File: src/rtl/llc_reply_proxy.sv
// llc_reply_proxy: LLC-side responder on the local port of the LLC router.
// Queues ejected request flits in a small FIFO, waits LATENCY cycles after
// each dequeue, then returns BURST reply beats addressed to the requester.
// Optional feature macro: LLC_PROXY_STATS_EN adds req_cnt/rep_cnt outputs.
//
// Handshake semantics (both sides): a flit moves on a rising clk edge where
// valid and ready are both high. Once out_so is raised, out_so and out_do
// hold their values until out_ro is seen high. in_ri depends only on the FIFO
// fill level and reset; a full FIFO never accepts, even if a pop happens on
// the same edge.
module llc_reply_proxy #(
  parameter int         DATA_W     = 64,
  parameter logic [7:0] MY_X       = 8'd0,
  parameter logic [7:0] MY_Y       = 8'd0,
  parameter int         BURST      = 2,
  parameter int         LATENCY    = 2,
  parameter int         FIFO_DEPTH = 4
) (
  input  logic              clk,
  input  logic              reset,
  input  logic              in_si,
  output logic              in_ri,
  input  logic [DATA_W-1:0] in_di,
  output logic              out_so,
  input  logic              out_ro,
  output logic [DATA_W-1:0] out_do,
  output logic [1:0]        o_dbg_state
`ifdef LLC_PROXY_STATS_EN
  ,
  output logic [15:0]       req_cnt,
  output logic [15:0]       rep_cnt
`endif
);

  localparam int             PW        = $clog2(FIFO_DEPTH);
  localparam int             CW        = PW + 1;
  localparam logic [CW-1:0]  FULL_CNT  = CW'(FIFO_DEPTH);
  localparam logic [7:0]     LAT8      = 8'(LATENCY);
  localparam logic [7:0]     LAST_BEAT = 8'(BURST - 1);

  typedef enum logic [1:0] {
    ST_IDLE  = 2'd0,
    ST_WAIT  = 2'd1,
    ST_BURST = 2'd2
  } state_t;

  // Request FIFO storage and bookkeeping
  logic [DATA_W-1:0] r_mem [FIFO_DEPTH];
  logic [PW-1:0]     r_wr_ptr;
  logic [PW-1:0]     r_rd_ptr;
  logic [CW-1:0]     r_count;
  logic              w_push;
  logic              w_pop;

  // Service FSM state and registered reply outputs
  state_t            r_state;
  logic [7:0]        r_beat;
  logic [7:0]        r_wait_cnt;
  logic [DATA_W-1:0] r_req;
  logic              r_out_so;
  logic [DATA_W-1:0] r_out_do;

  state_t            w_state_nxt;
  logic [7:0]        w_beat_nxt;
  logic [7:0]        w_wait_nxt;
  logic [DATA_W-1:0] w_req_nxt;
  logic              w_so_nxt;
  logic [DATA_W-1:0] w_do_nxt;

  // Reply beat k for a request: route back to the source, keep VC and the
  // bits above 63, advance the payload by k (wrapping at 32 bits).
  function automatic logic [DATA_W-1:0] build_reply(input logic [DATA_W-1:0] req,
                                                    input logic [7:0]        k);
    logic [DATA_W-1:0] rep;
    rep          = req;
    rep[63]      = req[63];
    rep[62]      = (req[47:40] < MY_X);
    rep[61]      = (req[39:32] < MY_Y);
    rep[60:56]   = 5'd0;
    rep[55:52]   = req[43:40];
    rep[51:48]   = req[35:32];
    rep[47:40]   = MY_X;
    rep[39:32]   = MY_Y;
    rep[31:0]    = req[31:0] + {24'd0, k};
    return rep;
  endfunction

  assign in_ri       = reset && (r_count != FULL_CNT);
  assign w_push      = in_si && in_ri;
  assign out_so      = r_out_so;
  assign out_do      = r_out_do;
  assign o_dbg_state = r_state;

  // FIFO storage write; contents need no reset since count gates reads
  always_ff @(posedge clk) begin
    if (w_push) begin
      r_mem[r_wr_ptr] <= in_di;
    end
  end

  // FIFO pointers and fill count
  always_ff @(posedge clk or negedge reset) begin
    if (!reset) begin
      r_wr_ptr <= '0;
      r_rd_ptr <= '0;
      r_count  <= '0;
    end else begin
      if (w_push) begin
        r_wr_ptr <= r_wr_ptr + 1'b1;
      end
      if (w_pop) begin
        r_rd_ptr <= r_rd_ptr + 1'b1;
      end
      case ({w_push, w_pop})
        2'b10:   r_count <= r_count + 1'b1;
        2'b01:   r_count <= r_count - 1'b1;
        default: r_count <= r_count;
      endcase
    end
  end

  // FSM state register together with the registered reply outputs
  always_ff @(posedge clk or negedge reset) begin
    if (!reset) begin
      r_state    <= ST_IDLE;
      r_beat     <= '0;
      r_wait_cnt <= '0;
      r_req      <= '0;
      r_out_so   <= 1'b0;
      r_out_do   <= '0;
    end else begin
      r_state    <= w_state_nxt;
      r_beat     <= w_beat_nxt;
      r_wait_cnt <= w_wait_nxt;
      r_req      <= w_req_nxt;
      r_out_so   <= w_so_nxt;
      r_out_do   <= w_do_nxt;
    end
  end

  // Next-state logic: dequeue when idle, count down the service wait, then
  // step through the reply beats as the router accepts them
  always_comb begin
    w_state_nxt = r_state;
    w_beat_nxt  = r_beat;
    w_wait_nxt  = r_wait_cnt;
    w_req_nxt   = r_req;
    w_so_nxt    = r_out_so;
    w_do_nxt    = r_out_do;
    w_pop       = 1'b0;
    case (r_state)
      ST_IDLE: begin
        if (r_count != '0) begin
          w_pop      = 1'b1;
          w_req_nxt  = r_mem[r_rd_ptr];
          w_beat_nxt = '0;
          w_wait_nxt = LAT8;
          if (LATENCY == 0) begin
            w_state_nxt = ST_BURST;
            w_so_nxt    = 1'b1;
            w_do_nxt    = build_reply(r_mem[r_rd_ptr], 8'd0);
          end else begin
            w_state_nxt = ST_WAIT;
          end
        end
      end
      ST_WAIT: begin
        w_wait_nxt = r_wait_cnt - 8'd1;
        if (r_wait_cnt == 8'd1) begin
          w_state_nxt = ST_BURST;
          w_beat_nxt  = '0;
          w_so_nxt    = 1'b1;
          w_do_nxt    = build_reply(r_req, 8'd0);
        end
      end
      ST_BURST: begin
        if (out_ro) begin
          if (r_beat == LAST_BEAT) begin
            w_so_nxt    = 1'b0;
            w_state_nxt = ST_IDLE;
          end else begin
            w_beat_nxt = r_beat + 8'd1;
            w_do_nxt   = build_reply(r_req, r_beat + 8'd1);
          end
        end
      end
      default: begin
        w_state_nxt = ST_IDLE;
        w_so_nxt    = 1'b0;
      end
    endcase
  end

`ifdef LLC_PROXY_STATS_EN
  logic [15:0] r_req_cnt;
  logic [15:0] r_rep_cnt;

  assign req_cnt = r_req_cnt;
  assign rep_cnt = r_rep_cnt;

  // Saturating counters of accepted requests and accepted reply beats
  always_ff @(posedge clk or negedge reset) begin
    if (!reset) begin
      r_req_cnt <= '0;
      r_rep_cnt <= '0;
    end else begin
      if (w_push && (r_req_cnt != 16'hFFFF)) begin
        r_req_cnt <= r_req_cnt + 16'd1;
      end
      if (r_out_so && out_ro && (r_rep_cnt != 16'hFFFF)) begin
        r_rep_cnt <= r_rep_cnt + 16'd1;
      end
    end
  end
`endif

endmodule

File: config.mk
export PLATFORM = sky130hd
export DESIGN_NAME = llc_reply_proxy
export DESIGN_NICKNAME = d
export VERILOG_FILES = /design/src/rtl/llc_reply_proxy.sv
export SDC_FILE = /design/constraint.sdc
export NUM_CORES = 1
export LEC_CHECK = 0
export CAP_MARGIN = 40
export CORE_UTILIZATION = 52
export CTS_BUF_LIST = sky130_fd_sc_hd__clkbuf_4 sky130_fd_sc_hd__clkbuf_8
export CTS_CLUSTER_SIZE = 10
export DETAILED_ROUTE_END_ITERATION = 6
export PLACE_DENSITY = 0.86
export SLEW_MARGIN = 10
export SYNTH_ARGS = -nofsm -noshare
export SYNTH_HDL_FRONTEND = slang
export SYNTH_SLANG_ARGS = --single-unit
File: constraint.sdc
create_clock -name clk -period 2.5 [get_ports clk]
set_input_delay 0.25 -clock clk [delete_from_list [all_inputs] [get_ports clk]]
set_output_delay 0.25 -clock clk [all_outputs]
set_load 0.02 [all_outputs]
==> results.sh <==
export IMPL_status="finished, violations left"
export IMPL_violations="DRC, setup timing"
export IMPL_layout_setup_ws_ns=-0.2274
export IMPL_drc=5
export IMPL_ctsRootBufferMaster="clkbuf_8"
export IMPL_final_cell_mix="edfxtp_1 (164), dfrtp_1 (102), clkdlybuf4s50_1 (88)"
export IMPL_die_w_um=149.9
export IMPL_rows=53
export IMPL_routed_wl_um=25550
export IMPL_fin_nets=1007
export IMPL_regToRegStartpoint="r_beat[0]$_DFFE_PN0P_"
export IMPL_hold_violations=0
export IMPL_fin_crit_ns=2.727
export IMPL_placed_cell_area_um2=12850
export IMPL_grt_start_max_net_pins=62
export IMPL_cts_tree="yes"
export IMPL_clkLatencyLatePin_ns=0.56
export IMPL_hold_path_class="primary input to flop"
export IMPL_h_tree_depth=2
export IMPL_powerDensity_nw_per_um2=1223
export IMPL_critPathLaunchType="flop"
export IMPL_p_total_mw=17.49
export IMPL_routedWlPerCell_um=20.76
export IMPL_start_util_pct=53.62
export IMPL_synth_seq_cells=272
export IMPL_seq_area_frac_synth_pct=67.03
export IMPL_syn_inst=753
export IMPL_finalSetupViolations=25
export IMPL_grt_first_pass_wirelength_um=37590
export IMPL_cp_end_kind="flop"
export IMPL_synth_area_per_cell_um2=15.11
export IMPL_yosys_warnings=0
export IMPL_synth_async_reset_ratio_pct=39.71
export IMPL_rsz0062_at_grt="true"
export IMPL_numCtsBuffers=44
export IMPL_overflow=0
export IMPL_diodes=0
export IMPL_grt_usage_pct=22.16
export IMPL_crit_required_ns=2.97
export IMPL_viasPerCell=5.808
export IMPL_path_clk_slew_ns=0.06
export IMPL_p_leak_nw=5.403
export IMPL_criticalPathCategory="flop to flop"
export IMPL_fin_crit_sh_pct=109.1
export IMPL_relSlewSlack_pct=46.78
export IMPL_final_cell_area_um2=14310
export IMPL_grt_antenna_before_repair=0
export IMPL_yosys_most_used_dff="edfxtp_1"
export IMPL_coreArea_um2=21220
export IMPL_critical_path_peak_fanout=6
export IMPL_grt_pass1_vias=7107
export IMPL_ys_types=54
export IMPL_fill_cells=1360
export IMPL_path_buf_inv=0
export IMPL_firstDrtPassIters=7
export IMPL_drtIter0Drc=567
export IMPL_clk_path_buf_depth=3
export IMPL_syn_area_um2=11380
export IMPL_area_delta_synth_final_pct=25.73
export IMPL_place_congestion=0.8481
export IMPL_die_area_um2=22480
export IMPL_startpoint="r_beat[0]$_DFFE_PN0P_"
export IMPL_ioPinCount=136
export IMPL_timing_hold_ws_ns=0.3294
export IMPL_fp_dieH_um=149.9
export IMPL_crit_arrival_ns=3.19
export IMPL_drive_above_1_share_pct=29.92
export IMPL_hp_start="in_di[6]"
export IMPL_final_max_slew_viol_count=0
export IMPL_cap_violations=0
export IMPL_layout_commonest_cell="edfxtp_1"
export IMPL_cpMaxStageDelayCell="dfrtp_2"
export IMPL_tightest_slew_ns=0.7983
export IMPL_synth_edf_count=164
export IMPL_worst_path_dominant_cell_family="simple AND/OR/NAND/NOR gates"
export IMPL_cts_sinks=272
export IMPL_peakVddDrop_mv=0.5825
export IMPL_via_count=7150
export IMPL_crit_chain="and3_4, nand3_4, nor2_4, xor2_2, ha_4, nand2_2, a21oi_2, nand2b_1, or2_4, or4_1, nand3_1"
export IMPL_ant_nets=0
export IMPL_dp_hpwl_um=14670
export IMPL_fmax_mhz=366.7
export IMPL_io_buffers=89
export IMPL_skew_ns=0.03457
export IMPL_max_stage_delay_ns=0.46
[per-layer routing]
| layer | up-vias | wire, um | track usage [%] |
|---|---|---|---|
| li1 | 3101 | - | - |
| met1 | 3594 | 9857 | 28.48 |
| met2 | 363 | 13040 | 36.90 |
| met3 | 92 | 1539 | 3.963 |
| met4 | 0 | 1115 | 10.00 |
| met5 | - | 0 | 0 |
[Yosys cell counts, drive strengths merged, types with 16 or more instances]
library cell	instances	area share, %
nand2	87	2.9
dfrtp	108	24
ha	17	1.9
xnor2	18	1.4
mux2	41	4.1
inv	16	0.53
nor2	23	0.82
nand3	17	0.75
edfxtp	164	43
buf	35	2.0
o21ai	47	2.1
clkbuf	17	0.57
xor2	20	1.5
mux4	41	8.1
[stage by stage]
| step | util, % | setup TNS [ns] | instances | setup WS (ns) |
|---|---|---|---|---|
| 3_3_place_gp | 60.55 | -1.403 | 1133 | -0.1323 |
| 2_1_floorplan | - | -0.02601 | 775 | -0.02601 |
| 3_5_place_dp | 60.55 | -2.249 | 1133 | -0.1620 |
| 5_1_grt | 67.42 | -4.927 | 1231 | -0.3521 |
| 4_1_cts | 65.57 | -0.4591 | 1221 | -0.05391 |
| 6_report | 67.42 | -2.178 | 1231 | -0.2274 |
[path summary, 6_finish.rpt]
path,endpoint,slack [ns],cells after the start
max,out_do[17]$_DFFE_PN0P_,-0.23,11
min,r_mem[0][6]$_DFFE_PP_,0.33,1
max reg2reg,out_do[17]$_DFFE_PN0P_,-0.23,11
min reg2reg,out_do[48]$_DFFE_PN0P_,0.47,2
max in group asynchronous,r_rd_ptr[1]$_DFFE_PN0P_,0.86,4
min in group asynchronous,out_so$_DFFE_PN0P_,0.42,3
[power breakdown]
group | internal [mW] | total [mW] | leakage (nW) | switching (mW)
Clock | 2.16 | 3.87 | 0.489 | 1.71
Combinational | 3.24 | 6.82 | 2.12 | 3.58
Sequential | 5.94 | 6.80 | 2.79 | 0.855
[registers in the layout, summed over array words and instances (netlist names)]
name         flops
r_mem          164
out_do          41
r_req           41
r_beat           8
r_wait_cnt       8
r_count          3
o_dbg_state      2
r_rd_ptr         2
r_wr_ptr         2
out_so           1
[worst reg2reg max path: stages, from the launching register on]
cell and delay [ns]:
dfrtp_2 0.46, and3_4 0.22, nand3_4 0.12, nor2_4 0.14, xor2_2 0.24, ha_4 0.20, nand2_2 0.11, a21oi_2 0.19
nand2b_1 0.11, or2_4 0.27, or4_1 0.42, nand3_1 0.15
[cell type report]
| class | count | area, um^2 | area share (%) |
|---|---|---|---|
| flip-flops and latches | 272 | 7635 | 53.37 |
| multi-input cells | 434 | 3891 | 27.20 |
| repair buffers | 151 | 1461 | 10.22 |
| clock buffers | 63 | 792.0 | 5.536 |
| well taps | 275 | 344.1 | 2.405 |
| clock inverters | 19 | 118.9 | 0.8309 |
| inverters | 17 | 63.81 | 0.4460 |
[kinds of logic (layout without fill, tap and decap cells)]
family          after synthesis  after routing  synth area share (%)
compound gates               89             89                 4.739
xor+xnor                     38             38                 2.925
fa+ha+maj                    19             19                 2.221
buf+inv                      69            250                 3.156
flops                       272            272                 67.03
mux                          84             84                 12.35
other cells                   1             23               0.03296
simple gates                181            181                 7.543
[repair_timing]
item                                   in CTS  in global routing
gates cloned                                1                  0
hold buffers                                1                  0
setup endpoints to repair                  24                 27
gates resized for setup                    30                 62
endpoints found under the hold margin      60                  0
buffers inserted                            4                 11
pin swaps                                  11                 19
(Power assumes the default switching activity.)
